$ cat config.mk
export PLATFORM = sky130hd
export DESIGN_NAME = alu_seq_ctrl
export DESIGN_NICKNAME = d
export VERILOG_FILES = /design/src/rtl/alu_seq_ctrl_pkg.sv /design/src/rtl/alu_seq_step.sv /design/src/rtl/alu_seq_ctrl.sv
export SDC_FILE = /design/constraint.sdc
export NUM_CORES = 1
export LEC_CHECK = 0
export ABC_AREA = 1
export CELL_PAD_IN_SITES_DETAIL_PLACEMENT = 1
export CELL_PAD_IN_SITES_GLOBAL_PLACEMENT = 1
export CORE_ASPECT_RATIO = 1.1
export CORE_MARGIN = 3
export CORE_UTILIZATION = 37
export DETAILED_ROUTE_END_ITERATION = 8
export PLACE_DENSITY = 0.87
export SETUP_SLACK_MARGIN = 0.5
export SYNTH_ARGS = -nofsm -noshare
export SYNTH_HDL_FRONTEND = slang
export SYNTH_SLANG_ARGS = --single-unit
export TNS_END_PERCENT = 10
$ cat constraint.sdc
create_clock -name CLK -period 2.6 [get_ports CLK]
set_clock_uncertainty 0.1 [all_clocks]
set_input_delay 0.39 -clock CLK [delete_from_list [all_inputs] [get_ports CLK]]
set_output_delay 0.39 -clock CLK [all_outputs]
set_load 0.03 [all_outputs]
$ cat src/rtl/alu_seq_ctrl_pkg.sv
// Shared encodings for the sequential ALU: CPU SELECT opcodes, FSM states,
// the working-register bundle and the step-count rule.
package alu_seq_ctrl_pkg;

  localparam int unsigned DATA_W    = 8;
  localparam int unsigned OP_W      = 3;
  localparam int unsigned CNT_W     = 4;
  localparam int unsigned MAX_STEPS = 8;

  localparam logic [OP_W-1:0] OP_ROR = 3'b100;
  localparam logic [OP_W-1:0] OP_MUL = 3'b101;
  localparam logic [OP_W-1:0] OP_SRA = 3'b110;
  localparam logic [OP_W-1:0] OP_SL  = 3'b111;

  typedef enum logic [1:0] {
    ST_IDLE = 2'd0,
    ST_RUN  = 2'd1,
    ST_DONE = 2'd2
  } state_t;

  // val: shifted operand / multiplicand, mplr: multiplier, acc: product
  typedef struct packed {
    logic [DATA_W-1:0] val;
    logic [DATA_W-1:0] mplr;
    logic [DATA_W-1:0] acc;
  } work_t;

  // Number of single-bit steps an op needs; 0 means the result is ready at once.
  function automatic logic [CNT_W-1:0] step_count(input logic [OP_W-1:0] op,
                                                  input logic [DATA_W-1:0] amt);
    logic [DATA_W-1:0] mag;
    logic [CNT_W-1:0]  n;
    mag = amt[DATA_W-1] ? DATA_W'(8'h00 - amt) : amt;
    n   = '0;
    case (op)
      OP_MUL:  n = CNT_W'(MAX_STEPS);
      OP_ROR:  n = CNT_W'(amt[2:0]);
      OP_SRA:  n = (amt >= DATA_W'(MAX_STEPS)) ? CNT_W'(MAX_STEPS) : CNT_W'(amt[3:0]);
      OP_SL:   n = (mag >= DATA_W'(MAX_STEPS)) ? CNT_W'(MAX_STEPS) : CNT_W'(mag[3:0]);
      default: n = '0;
    endcase
    return n;
  endfunction

endpackage

$ cat src/rtl/alu_seq_step.sv
// One combinational iteration of the sequential ALU datapath.
module alu_seq_step
  import alu_seq_ctrl_pkg::*;
(
  input  logic [OP_W-1:0] i_op,
  input  work_t           i_work,
  input  logic            i_neg,
  output work_t           o_work
);

  always_comb begin
    o_work = i_work;
    case (i_op)
      OP_MUL: begin
        o_work.acc  = i_work.acc + (i_work.mplr[0] ? i_work.val : '0);
        o_work.val  = {i_work.val[DATA_W-2:0], 1'b0};
        o_work.mplr = {1'b0, i_work.mplr[DATA_W-1:1]};
      end
      OP_SRA: o_work.val = {i_work.val[DATA_W-1], i_work.val[DATA_W-1:1]};
      // negative amount on SL means logical right shift
      OP_SL:  o_work.val = i_neg ? {1'b0, i_work.val[DATA_W-1:1]}
                                 : {i_work.val[DATA_W-2:0], 1'b0};
      OP_ROR: o_work.val = {i_work.val[0], i_work.val[DATA_W-1:1]};
      default: o_work = i_work;
    endcase
  end

endmodule

$ cat src/rtl/alu_seq_ctrl.sv
// Multi-cycle ALU controller: accepts a request, iterates the step datapath
// once per clock and publishes a registered result with a one-cycle DONE.
module alu_seq_ctrl
  import alu_seq_ctrl_pkg::*;
(
  input  logic              CLK,
  input  logic              RESET,
  input  logic              START,
  input  logic [OP_W-1:0]   OPCODE,
  input  logic [DATA_W-1:0] DATA1,
  input  logic [DATA_W-1:0] DATA2,
  output logic [DATA_W-1:0] RESULT,
  output logic              ZERO,
  output logic              BUSY,
  output logic              DONE,
  output logic              ILLEGAL
);

  state_t             r_state, w_state_nxt;
  logic [CNT_W-1:0]   r_cnt, w_cnt_nxt, w_n;
  logic [OP_W-1:0]    r_op, w_op_nxt;
  logic               r_neg, w_neg_nxt;
  work_t              r_work, w_work_nxt, w_step;
  logic [DATA_W-1:0]  r_result, w_result_nxt;
  logic               r_zero, r_busy, r_done, r_illegal, w_illegal_nxt;

  alu_seq_step u_step (
    .i_op   (r_op),
    .i_work (r_work),
    .i_neg  (r_neg),
    .o_work (w_step)
  );

  assign w_n = step_count(OPCODE, DATA2);

  // Next-state and datapath-load decisions
  always_comb begin
    w_state_nxt   = r_state;
    w_cnt_nxt     = r_cnt;
    w_op_nxt      = r_op;
    w_neg_nxt     = r_neg;
    w_work_nxt    = r_work;
    w_result_nxt  = r_result;
    w_illegal_nxt = 1'b0;
    case (r_state)
      ST_IDLE, ST_DONE: begin
        if (START) begin
          w_op_nxt   = OPCODE;
          w_neg_nxt  = DATA2[DATA_W-1];
          w_work_nxt = '{val: DATA1, mplr: DATA2, acc: '0};
          w_cnt_nxt  = w_n;
          if (w_n == '0) begin
            w_state_nxt   = ST_DONE;
            w_result_nxt  = OPCODE[OP_W-1] ? DATA1 : '0;
            w_illegal_nxt = ~OPCODE[OP_W-1];
          end else begin
            w_state_nxt = ST_RUN;
          end
        end else begin
          w_state_nxt = ST_IDLE;
        end
      end
      ST_RUN: begin
        w_work_nxt = w_step;
        w_cnt_nxt  = r_cnt - CNT_W'(1);
        if (r_cnt == CNT_W'(1)) begin
          w_state_nxt  = ST_DONE;
          w_result_nxt = (r_op == OP_MUL) ? w_step.acc : w_step.val;
        end
      end
      default: w_state_nxt = ST_IDLE;
    endcase
  end

  always_ff @(posedge CLK) begin
    if (RESET) begin
      r_state   <= ST_IDLE;
      r_cnt     <= '0;
      r_op      <= '0;
      r_neg     <= 1'b0;
      r_work    <= '0;
      r_result  <= '0;
      r_zero    <= 1'b1;
      r_busy    <= 1'b0;
      r_done    <= 1'b0;
      r_illegal <= 1'b0;
    end else begin
      r_state   <= w_state_nxt;
      r_cnt     <= w_cnt_nxt;
      r_op      <= w_op_nxt;
      r_neg     <= w_neg_nxt;
      r_work    <= w_work_nxt;
      r_result  <= w_result_nxt;
      r_zero    <= (w_result_nxt == '0);
      r_busy    <= (w_state_nxt == ST_RUN);
      r_done    <= (w_state_nxt == ST_DONE);
      r_illegal <= w_illegal_nxt;
    end
  end

  assign RESULT  = r_result;
  assign ZERO    = r_zero;
  assign BUSY    = r_busy;
  assign DONE    = r_done;
  assign ILLEGAL = r_illegal;

endmodule

== Yosys cells after proc, flatten, opt, wreduce, memory -nomap -nowiden ==
Cells that the tools add are included.

* Register bits: 46
* Output and inout port bits: 12
* Logic and storage cells: 67

* Add/subtract/negate cells: 3
* Magnitude comparators: 2
* Equality and inequality tests: 15
* Muxes and demuxes: 22
* Bitwise logic cells: 4
* Reduce and logical (&&, ||, !) cells: 9

{| class="wikitable"
|+ Operator list
! cell !! count
|-
| 2-to-1 mux 8 bit || 8
|-
| case mux 24 bit (2 select lines) || 1
|-
| case mux 8 bit (4 select lines) || 1
|-
| equality test 3 bit (second input constant) || 8
|-
| 2-to-1 mux 24 bit || 1
|-
| >= comparator 8 x 4 -> 1 bit (second input constant) || 2
|-
| 2-to-1 mux 16 bit || 1
|-
| case mux 4 bit (4 select lines) || 1
|-
| case mux 8 bit (2 select lines) || 1
|-
| 2-to-1 mux 4 bit || 3
|-
| adder 8 bit || 1
|-
| logical NOT 8 bit || 1
|-
| case mux 4 bit (2 select lines) || 1
|-
| subtractor 1 x 8 -> 8 bit (first input constant) || 1
|-
| 2-to-1 mux 2 bit || 3
|-
| equality test 2 x 1 -> 1 bit (second input constant) || 2
|-
| equality test 2 bit (second input constant) || 2
|-
| equality test 4 x 1 -> 1 bit (second input constant) || 1
|-
| logical NOT 4 bit || 1
|-
| inequality test 2 bit (second input constant) || 2
|-
| inverter 1 bit || 4
|-
| case mux 2 bit (2 select lines) || 1
|-
| AND reduction 2 bit || 2
|-
| OR reduction 4 bit || 1
|-
| 5 further kinds || 5
|}

== Depth between registers and ports, before layout ==
Gate-level depths: netlist of the first run.

* Depth in word-level cells: 10
* Depth in mapped cells: 22
* Gate-level depth less buffers: 21

== Cells and area by module ==
A second synthesis of the first run with hierarchy kept.

* Cell total of the unflattened synthesis: 534
* Area total of the unflattened synthesis: 3,344.5 um^2

{| class="wikitable"
|+ Modules (own cells, without submodules)
! module !! times used !! cells each !! area an instance (um^2) !! sequential area each (um^2)
|-
| alu_seq_ctrl || 1 || 369 || 2,519.9 || 920.9
|-
| alu_seq_step || 1 || 165 || 824.5 || 0.0
|}

== Worst setup path after synthesis of the first run ==
No wires, ideal clock.

* Kind: flip-flop to flip-flop
* Start point: register r_work[8] (netlist bit)
* End point: register r_zero (netlist: ZERO)
* Library setup time: 0.059 ns
* Arrival: 2.332 ns
* Data required time: 2.441 ns
* Setup slack: 0.109 ns
* Cell stages (with the launch flop): 23
* Buffers on the path: 1
* Clock period less this slack: 2.491 ns
* Path through: dfxtp_1 > clkbuf_1 > nand2_1 > inv_1 > ha_1 > fa_1 > nand2_1 > inv_1 > o21ai_0 > a21oi_1 > o21ai_0 > nand2_1 > nand2_1 > nand3_1 > nand2_1 > o21ai_0 > inv_1 > nand2_1 > inv_1 > nand2_1 > nor2_1 > nand2_1 > nand2_1

* Word-level cells in the longest chain between the ends: 7

{| class="wikitable"
|+ RTL lines
! what !! RTL line !! RTL
|-
| start: declaration || alu_seq_ctrl.sv:23 || <nowiki>work_t r_work, w_work_nxt, w_step;</nowiki>
|-
| start signal: assignment || alu_seq_ctrl.sv:92 || <nowiki>r_work <= w_work_nxt;</nowiki>
|-
| 2-to-1 mux 8 bit || alu_seq_step.sv:15 || <nowiki>o_work.acc = i_work.acc + (i_work.mplr[0] ? i_work.val : '0);</nowiki>
|-
| adder 8 bit || alu_seq_step.sv:15 ||
|-
| 2-to-1 mux 16 bit || alu_seq_step.sv:13 || <nowiki>case (i_op)</nowiki>
|-
| 2-to-1 mux 8 bit || alu_seq_ctrl.sv:68 || <nowiki>w_result_nxt = (r_op == OP_MUL) ? w_step.acc : w_step.val;</nowiki>
|-
| 2-to-1 mux 8 bit || alu_seq_ctrl.sv:66 || <nowiki>if (r_cnt == CNT_W'(1)) begin</nowiki>
|-
| case mux 8 bit (2 select lines) || alu_seq_ctrl.sv:45 || <nowiki>case (r_state)</nowiki>
|-
| logical NOT 8 bit || alu_seq_ctrl.sv:94 || <nowiki>r_zero <= (w_result_nxt == '0);</nowiki>
|-
| end signal: assignment || alu_seq_ctrl.sv:94 ||
|-
| end: declaration || alu_seq_ctrl.sv:25 || <nowiki>logic r_zero, r_busy, r_done, r_illegal, w_illegal_nxt;</nowiki>
|}

No other way between the ends. The select of a mux whose other input is x is not followed.
A chain may end at the register's enable or synchronous reset.

== Worst setup path after layout of the first run ==
Same ends and word-level chain as after synthesis.

==> results.py, run 1 <==
metrics = {
    "worst_setup_path": {
        "r2r_cells": 21,
        "crit_arrival_ns": 2.74,
        "path_cells": "nand2_2, inv_2, ha_4, fa_2, nand2_2, inv_2, o21ai_4, a21oi_2, o21ai_2, nand2_1, nand2_1, nand3_2, nand2_2, o21ai_1, inv_1, nand2_2, inv_2, nand2_1, nor2_1, nand2_1, nand2_1",
        "crit_end": "ZERO$_SDFF_PP1_",
        "r2r_start": "r_work[8]$_SDFFE_PP0P_",
        "critPathRequiredTime_ns": 2.76,
        "crit_path_frequent_cell": "nand2_1",
        "critPathSlowestCell": "dfxtp_4",
        "rr_endpoint": "ZERO$_SDFF_PP1_",
        "path_max_fanout": 8,
        "rrSetupSlack_ns": 0.02,
        "cpPeakStageDelay_ns": 0.39,
        "criticalPathCategory": "register to register",
        "endpoint_kind": "register",
        "worstSetupStartpointType": "register",
        "startpoint": "r_work[8]$_SDFFE_PP0P_",
    },
    "timing": {
        "slew-limit-headroom_pct": 66.31,
        "fmax_mhz": 388.0,
        "post-route-period-util_pct": 99.12,
        "fin_tns_setup_ns": 0,
        "worstMarginPinSlew_ns": 0.5053,
        "min_period_ns": 2.577,
        "rsz0062_at_grt": "true",
        "finalHoldViolCount": 0,
        "worst_slack_ns": 0.02286,
        "report.final.slew_viol_count": 0,
        "finalSetupViolCount": 0,
        "whs_ns": 0.3746,
    },
    "grt": {
        "grt_usage_pct": 24.01,
        "antenna_found_initial": 0,
        "grt-ovfl-total": 0,
        "grt_pass1_wl_um": 18500,
        "grt_pass1_vias": 3818,
        "grt_max_degree": 38,
    },
    "pwr": {
        "intPower_uw": 1381,
        "p_leak_uw": 0.001855,
        "power_density_nw_per_um2": 488.6,
        "comb_power_share_pct": 29.9,
        "vdd_drop_max_uv": 280.1,
        "clock_power_share_pct": 31.8,
        "swShare_pct": 35.06,
        "seqPwrFrac_pct": 38.3,
        "switching_power_uw": 745.6,
    },
    "cts": {
        "cts_tree": "yes",
        "cts_made_buffers": 5,
        "htreeDepth": 2,
        "clk_latency_ns": 0.32,
        "cts_sinks": 46,
        "clock_path_buffers": 2,
        "clk_pin_slew_ns": 0.10,
        "cts-root-buf": "clkbuf_8",
    },
    "logic_synthesis": {
        "synth_cell_types": 39,
        "synthTopCellsByCount": "101 x nand2_1, 63 x inv_1, 46 x dfxtp_1",
        "synth_top_family_by_area": "simple AND/OR/NAND/NOR gates",
        "synthXorXnorAreaFrac_pct": 1.655,
        "synthArstFlopShare_pct": 0,
        "synth.ff_latch_count": 46,
        "synth_mux_area_share_pct": 0,
        "synth_compound_area_share_pct": 20.96,
        "syn_area_um2": 3176,
        "yosys-top-cells-area": "dfxtp_1 29%, nand2_1 12%, inv_1 7.4%",
        "synth_top_area_share_pct": 29.00,
        "yosysMostFrequentCell": "nand2_1",
        "yosys_warnings": 0,
        "yosys.area_share.simple_pct": 33.61,
        "ys_seq_area_share_pct": 29.00,
        "synth_ff_type": "dfxtp_1",
        "syn_nets": 511,
        "synth_area_leader_cell": "dfxtp_1",
        "synthCells": 477,
        "synthAdderAreaFrac_pct": 4.965,
        "syn-mean-instance-area_um2": 6.657,
        "synth-edff-count": 0,
    },
    "place": {
        "dp_hpwl_um": 8059,
        "gp_congestion": 0.8731,
        "placed_area_um2": 3845,
        "preCtsSetupSlack_ns": -0.3379,
        "port_buffers": 33,
    },
    "floorplan": {
        "std_cell_rows": 34,
        "start_util_pct": 39.08,
        "io-pin-count": 34,
        "dieHeight_um": 103.2,
        "die_area_um2": 9732,
        "core_um2": 8125,
        "die_x_um": 94.33,
    },
    "finish": {
        "final_net_count": 577,
        "antenna_cells": 0,
        "regArea_um2": 930.9,
        "stdcell_area_um2": 4353,
        "drive_above_1_share_pct": 28.31,
        "multiInputGateArea_um2": 2221,
        "fill_cells": 1014,
        "area_growth_pct": 37.08,
    },
    "min_path": {
        "min_path_type": "register to register",
    },
    "detailed_routing": {
        "drt-wirelength-per-cell_um": 20.26,
        "route.met3.wl_um": 834,
        "top_layer": "met4",
        "drt_iter0_drc": 267,
        "wl_met1_um": 5206,
        "remaining_drc_errors": 0,
        "drtAntennaViolNets": 0,
        "drt_pass1_iterations": 5,
        "wl_met2_um": 6574,
        "wl_um": 13210,
        "routed_via_density": 5.868,
        "vias": 3826,
    },
    "flow_run": {
        "drv_cap": 0,
    },
    "run_status": {
        "outcome": "complete, no violations",
    },
}
area by class of cell:
| type | instances | area share (%) |
|---|---|---|
| multi-input cells | 350 | 51.02 |
| inverters | 64 | 5.605 |
| clock inverters | 3 | 1.581 |
| repair buffers | 76 | 15.72 |
| well taps | 108 | 3.104 |
| clock buffers | 5 | 1.581 |
| flip-flops and latches | 46 | 21.39 |
critical path, delay by kind of cell, from the launching register on:
family	cells	cell delay (ns)
AO/OA/AOI/OAI	4	0.47
adder cells (fa/ha/maj)	2	0.50
buffers and inverters	4	0.23
flip-flops	1	0.39
AND/OR/NAND/NOR	11	0.85
cells in the final DEF, fill, tap and decap left out, drive strengths merged, types with 2 or more instances in the layout:
master	netlist	final
a221oi	9	9
a31oi	6	6
nand3	30	30
inv	64	63
clkbuf	15	8
nand4	5	5
o211ai	12	12
dlymetal6s2s	0	6
nand2	108	108
ha	11	11
buf	2	43
nor3	22	22
o221ai	5	5
or2	5	5
clkdlybuf4s50	0	24
nor2	53	53
a21oi	31	31
xnor2	2	2
xor2	4	4
o21a	4	4
bufinv	0	2
a32oi	2	2
o21ai	34	34
dfxtp	46	46
layer usage:
| layer | track usage, % | vias to the layer above |
|---|---|---|
| met5 | 0 | - |
| met2 | 42.79 | 176 |
| met3 | 4.453 | 53 |
| li1 | - | 1732 |
| met4 | 10.44 | 0 |
| met1 | 28.12 | 1865 |
kinds of logic after synthesis:
| family | after synthesis |
|---|---|
| simple gates | 225 |
| compound gates | 107 |
| buf+inv | 81 |
| flops | 46 |
| fa+ha+maj | 12 |
| xor+xnor | 6 |
power groups by stage:
stage / Combinational [uW] / Sequential (uW) / Clock [uW]
2_1_floorplan: 300 / 831 / 0
3_3_place_gp: 513 / 816 / 0
3_5_place_dp: 530 / 820 / 0
4_1_cts: 550 / 805 / 677
5_1_grt: 681 / 818 / 706
6_report: 636 / 814 / 677
through the flow:
stage               power (uW)  cells  utilization [%]
detailed placement        1350    637            47.32
global placement          1329    637            47.32
finish                    2127    652            53.57
CTS                       2033    649            50.42
global route              2204    652            53.57
floorplan                 1131    477                -
worst min-delay path by stage:
stage,start,end,cells past startpoint
after detailed placement,r_cnt[1]$_SDFFE_PP0P_,r_cnt[1]$_SDFFE_PP0P_,2
after CTS,r_cnt[1]$_SDFFE_PP0P_,r_cnt[1]$_SDFFE_PP0P_,2
after floorplan,r_work[15]$_SDFFE_PP0P_,r_work[15]$_SDFFE_PP0P_,2
after global routing,r_work[15]$_SDFFE_PP0P_,r_work[15]$_SDFFE_PP0P_,2
after global placement,r_work[15]$_SDFFE_PP0P_,r_work[15]$_SDFFE_PP0P_,2
final,r_cnt[1]$_SDFFE_PP0P_,r_cnt[1]$_SDFFE_PP0P_,2
flip-flops by register name, indices dropped and copies added, names as in the netlist:
signal	count
r_cnt	4
ZERO	1
r_neg	1
r_op	3
r_state	2
DONE	1
r_work	24
BUSY	1
RESULT	8
ILLEGAL	1
timing repair:
item | CTS | global route
hold endpoints to repair | 0 | 0
hold buffers | 0 | 0
cloned | 0 | 0
resized for setup | 30 | 77
setup buffers | 4 | 3
pin swaps | 14 | 51
setup endpoints to repair | 22 | 37
No activity file was read; power rests on OpenSTA's default activity.
==> inputs of run 2 (changes only) <==
ABC_AREA = not set   (was 1)
ABC_CLOCK_PERIOD_IN_PS = 2600   (was not set)
PLACE_DENSITY = 0.86   (was 0.87)
==> results.py, run 2 <==
metrics = {
    "place": {
        "place_inst": 521,
        "port_buffers": 33,
        "dp_hpwl_um": 7450,
        "gp_congestion": 0.8881,
    },
    "timing": {
        "finalHoldViolCount": 0,
        "fmax_mhz": 326.3,
        "rsz0062_at_grt": "true",
        "post-route-period-util_pct": 117.9,
        "min_period_ns": 3.065,
        "report.final.slew_viol_count": 0,
        "finalSetupViolCount": 11,
        "fin_tns_setup_ns": -1.991,
        "worstMarginPinSlew_ns": 0.5871,
        "whs_ns": 0.3738,
        "worst_slack_ns": -0.4651,
        "slew-limit-headroom_pct": 60.82,
    },
    "grt": {
        "antenna_found_initial": 0,
        "grt_max_degree": 24,
        "grt_usage_pct": 23.89,
        "grt_pass1_wl_um": 16610,
        "grt-ovfl-total": 0,
        "grt_pass1_vias": 3425,
    },
    "logic_synthesis": {
        "syn-mean-instance-area_um2": 7.667,
        "yosys-top-cells-area": "dfxtp_1 33%, nor2_1 8.0%, a21oi_1 6.9%",
        "syn_nets": 401,
        "synth_top_area_share_pct": 32.73,
        "ys_seq_area_share_pct": 32.73,
        "synth_cell_types": 61,
        "synthCells": 367,
        "synth_area_leader_cell": "dfxtp_1",
        "synth_ff_type": "dfxtp_1",
        "synthTopCellsByCount": "60 x nor2_1, 46 x dfxtp_1, 46 x nand2_1",
        "syn_area_um2": 2814,
        "synth-edff-count": 0,
        "synth.ff_latch_count": 46,
        "yosys_warnings": 0,
        "synthArstFlopShare_pct": 0,
        "yosysMostFrequentCell": "nor2_1",
    },
    "pwr": {
        "power_density_nw_per_um2": 422.4,
        "vdd_drop_max_uv": 243.9,
        "p_leak_uw": 0.001591,
    },
    "cts": {
        "clk_latency_ns": 0.30,
        "clk_pin_slew_ns": 0.08,
        "htreeDepth": 2,
        "cts_sinks": 46,
        "cts-root-buf": "clkbuf_8",
        "hold_buffers": 0,
        "cts_made_buffers": 5,
        "clock_path_buffers": 2,
        "cts_tree": "yes",
    },
    "finish": {
        "fill_cells": 868,
        "layout_commonest_cell": "buf_4",
        "final_net_count": 485,
        "area_growth_pct": 42.86,
        "utilization_pct": 55.78,
        "largest_reg_flops": 24,
        "drive_above_1_share_pct": 28.10,
        "antenna_cells": 0,
        "final_cell_mix": "60 x buf_4, 54 x nor2_1, 46 x nand2_1",
        "top_register": "r_work",
        "fin_cells": 537,
    },
    "worst_setup_path": {
        "criticalPathCategory": "input pin to register",
        "path_max_fanout": 6,
        "critPathRequiredTime_ns": 2.75,
        "endpoint_kind": "register",
        "crit_arrival_ns": 3.21,
        "worstSetupStartpointType": "input pin",
    },
    "floorplan": {
        "die_x_um": 89.15,
        "core_um2": 7207,
        "die_area_um2": 8689,
        "dieHeight_um": 97.47,
        "std_cell_rows": 32,
        "start_util_pct": 39.05,
        "io-pin-count": 34,
    },
    "detailed_routing": {
        "drt_pass1_iterations": 5,
        "wl_um": 10440,
        "routed_via_density": 5.838,
        "drtAntennaViolNets": 0,
        "drt_iter0_drc": 156,
        "remaining_drc_errors": 0,
        "drt-wirelength-per-cell_um": 19.44,
        "vias": 3135,
    },
    "min_path": {
        "min_path_type": "register to register",
    },
    "run_status": {
        "violations": "negative setup slack",
        "outcome": "finished, violations left",
    },
    "flow_run": {
        "drv_cap": 0,
    },
}
==> run 2: path summary, 6_finish.rpt <==
check,start,endpoint,slack (ns),cells past startpoint
max,DATA2[5],ZERO$_SDFF_PP1_,-0.47,12
min,r_neg$_SDFFE_PP0P_,r_neg$_SDFFE_PP0P_,0.37,2
max reg2reg,r_work[8]$_SDFFE_PP0P_,ZERO$_SDFF_PP1_,-0.24,14
min reg2reg,r_neg$_SDFFE_PP0P_,r_neg$_SDFFE_PP0P_,0.37,2
==> run 2: layout make-up <==
cell class	count	area [um^2]	share of cell area, %
Inverter	12	73.82	1.836
Sequential cell	46	922.1	22.94
Timing Repair Buffer	97	823.3	20.48
Clock inverter	1	5.005	0.1245
Clock buffer	7	86.33	2.148
Multi-Input combinational cell	289	2003	49.83
Tap cell	85	106.4	2.645
==> run 2: worst max-delay path, cell delays in order <==
cell and delay (ns):
clkdlybuf4s50_1 0.49, nor2_1 0.32, a31oi_2 0.24, o2111ai_2 0.15
o2bb2ai_1 0.09, buf_4 0.16, nor4_4 0.30, buf_6 0.17
o31ai_4 0.11, buf_4 0.15, a222oi_1 0.41, a41o_1 0.22
==> run 2: kinds of logic after synthesis <==
group                    share of synthesized area [%]
AND/OR/NAND/NOR                                  25.70
AO/OA/AOI/OAI                                    26.59
flip-flops                                       32.73
buffers and inverters                            4.313
adder cells (fa/ha/maj)                          5.602
multiplexers                                     2.890
XOR/XNOR                                         2.179
==> run 2: per-stage QoR <==
| step | power [uW] | cell area [um^2] | setup WS [ns] |
|---|---|---|---|
| final | 1698 | 4020 | -0.4651 |
| after global routing | 1790 | 4020 | -0.4906 |
| after CTS | 1686 | 3930 | -0.2828 |
| after detailed placement | 1210 | 3672 | -1.081 |
| after global placement | 1192 | 3672 | -0.9619 |
| after floorplan | 1011 | 2893 | -0.2712 |
==> run 2: power breakdown <==
part | total [uW] | switching [uW] | leakage, uW | internal, uW
registers | 772 | 27.7 | 0.000377 | 745
clock network | 461 | 246 | 0.0000482 | 215
logic | 465 | 260 | 0.00117 | 205
==> run 2: routing by layer <==
metal	GRT usage, %	wire [um]	vias up
met5	0	0	-
met4	7.904	312	0
met3	3.223	364	26
met2	43.96	5571	87
met1	27.30	4193	1544
li1	-	-	1478
==> run 2: timing repair <==
action | CTS | global route
gates resized for setup | 46 | 14
setup buffers | 5 | 3
setup endpoints to repair | 23 | 23
hold endpoints to repair | 0 | 0
pin swaps | 24 | 16
==> inputs of run 3 (changes only) <==
CORE_ASPECT_RATIO = 0.9   (was 1.1)
REMOVE_ABC_BUFFERS = 1   (was not set)
==> results.py, run 3 (same netlist as run 2, synthesis figures left out) <==
metrics = {
    "run_status": {
        "outcome": "finished, violations left",
        "violations": "negative setup slack",
    },
    "finish": {
        "final_net_count": 493,
        "regArea_um2": 922.1,
        "largest_reg_flops": 24,
        "drive_above_1_share_pct": 29.13,
        "final_cell_mix": "69 x buf_4, 55 x nor2_1, 45 x dfxtp_1, 45 x nand2_1, 33 x a21oi_1",
        "area_growth_pct": 44.60,
        "fill_cells": 865,
        "top_register": "r_work",
        "layout_commonest_cell": "buf_4",
        "multiInputGateArea_um2": 1978,
        "antenna_cells": 0,
    },
    "timing": {
        "fmax_mhz": 331.0,
        "worstMarginPinSlew_ns": 0.8078,
        "report.final.slew_viol_count": 0,
        "slew-limit-headroom_pct": 45.98,
        "finalHoldViolCount": 0,
        "min_period_ns": 3.021,
        "rsz0062_at_grt": "true",
        "finalSetupViolCount": 9,
        "post-route-period-util_pct": 116.2,
        "whs_ns": 0.3794,
        "worst_slack_ns": -0.4214,
    },
    "pwr": {
        "power_density_nw_per_um2": 454.2,
        "p_leak_uw": 0.001630,
        "vdd_drop_max_uv": 285.3,
        "p_total_uw": 1848,
    },
    "cts": {
        "clk_pin_slew_ns": 0.10,
        "htreeDepth": 2,
        "clk_latency_ns": 0.32,
        "cts_made_buffers": 5,
        "clock_path_buffers": 2,
        "cts_tree": "yes",
        "hold_buffers": 0,
        "cts-root-buf": "clkbuf_8",
        "cts_sinks": 46,
    },
    "detailed_routing": {
        "wl_met2_um": 6117,
        "wl_um": 12760,
        "vias": 3449,
        "route.met3.wl_um": 801,
        "top_layer": "met4",
        "drt_pass1_iterations": 5,
        "drt_iter0_drc": 324,
        "routed_via_density": 6.237,
        "drt-wirelength-per-cell_um": 23.07,
        "remaining_drc_errors": 0,
        "wl_met1_um": 5213,
        "drtAntennaViolNets": 0,
    },
    "worst_setup_path": {
        "path_max_fanout": 6,
        "rr_endpoint": "ZERO$_SDFF_PP1_",
        "critPathRequiredTime_ns": 2.72,
        "r2r_start": "r_work[8]$_SDFFE_PP0P_",
        "crit_arrival_ns": 3.14,
        "startpoint": "DATA2[2]",
        "criticalPathCategory": "input pin to register",
        "rrSetupSlack_ns": -0.35,
        "worstSetupStartpointType": "input pin",
        "r2r_cells": 12,
        "endpoint_kind": "register",
    },
    "floorplan": {
        "dieHeight_um": 88.74,
        "die_x_um": 97.93,
        "die_area_um2": 8689,
        "core_um2": 7221,
        "io-pin-count": 34,
        "start_util_pct": 38.97,
        "std_cell_rows": 29,
    },
    "place": {
        "dp_hpwl_um": 7944,
        "port_buffers": 33,
        "preCtsSetupSlack_ns": -1.241,
        "gp_congestion": 0.9318,
    },
    "grt": {
        "grt_pass1_wl_um": 20290,
        "grt_pass1_vias": 3717,
        "grt_usage_pct": 29.93,
        "grt-ovfl-total": 0,
        "antenna_found_initial": 0,
        "grt_max_degree": 20,
    },
    "min_path": {
        "holdCritStartpoint": "r_work[15]$_SDFFE_PP0P_",
        "min_to": "r_work[15]$_SDFFE_PP0P_",
        "hold_depth": 2,
        "min_path_type": "register to register",
    },
    "flow_run": {
        "drv_cap": 0,
    },
}
==> run 3: cell count changes in the layout (fill, tap and decap cells not counted), moves of 2 or more <==
| cell | delta |
|---|---|
| ha_4 | -2 |
| o21ai_1 | -2 |
| o31ai_2 | -2 |
| inv_4 | +2 |
| ha_1 | +2 |
| nor2_2 | -2 |
| o21ai_0 | +2 |
| buf_4 | +9 |
==> run 3: layout make-up <==
class                      instances  share of cell area (%)
clock buffer                       5                   1.691
clock inverter                     3                   1.076
inverter                          12                   1.230
multi-input combinational        289                   48.62
sequential                        46                   22.66
tap                               93                   2.860
timing repair buffer             105                   21.86
==> run 3: how the worst max path moves through the flow <==
stage                            endpoint
final                     ZERO$_SDFF_PP1_
after global placement    ZERO$_SDFF_PP1_
after CTS                 ZERO$_SDFF_PP1_
after floorplan           ZERO$_SDFF_PP1_
after detailed placement  ZERO$_SDFF_PP1_
after global routing      ZERO$_SDFF_PP1_
==> run 3: power by group <==
part           switching (uW)  internal, uW  total [uW]
combinational             292           208         500
sequential               31.2           745         776
clock                     283           289         572
total                     606          1240        1850
==> run 3: critical path, stage by stage <==
cell and delay (ns):
clkdlybuf4s15_2 0.23, or4_4 0.56, a21oi_4 0.19, o2111ai_1 0.15, o2bb2ai_1 0.21, buf_4 0.16, nor4_4 0.04, buf_4 0.17
nor3b_1 0.48, o31ai_4 0.13, and4_1 0.19, a41o_1 0.24
==> run 3: metal layers <==
layer,vias up,global-route usage (%)
met2,181,51.48
met4,0,16.10
met1,1695,35.47
li1,1500,-
met3,73,6.225
met5,-,0
==> run 3: stage by stage <==
stage,std cells,TNS [ns],utilization (%),instance area [um^2]
floorplan,347,-1.332,-,2738
global placement,535,-8.536,50.72,3662
detailed placement,535,-12.16,50.72,3662
CTS,552,-0.4690,56.00,4044
global route,553,-2.219,56.35,4069
finish,553,-1.478,56.35,4069
==> run 3: what timing repair did <==
item                                    in CTS  in global routing
endpoints found under the setup margin      36                 27
pin swaps                                   24                  2
buffers inserted                             9                  1
resized for setup                           65                  6
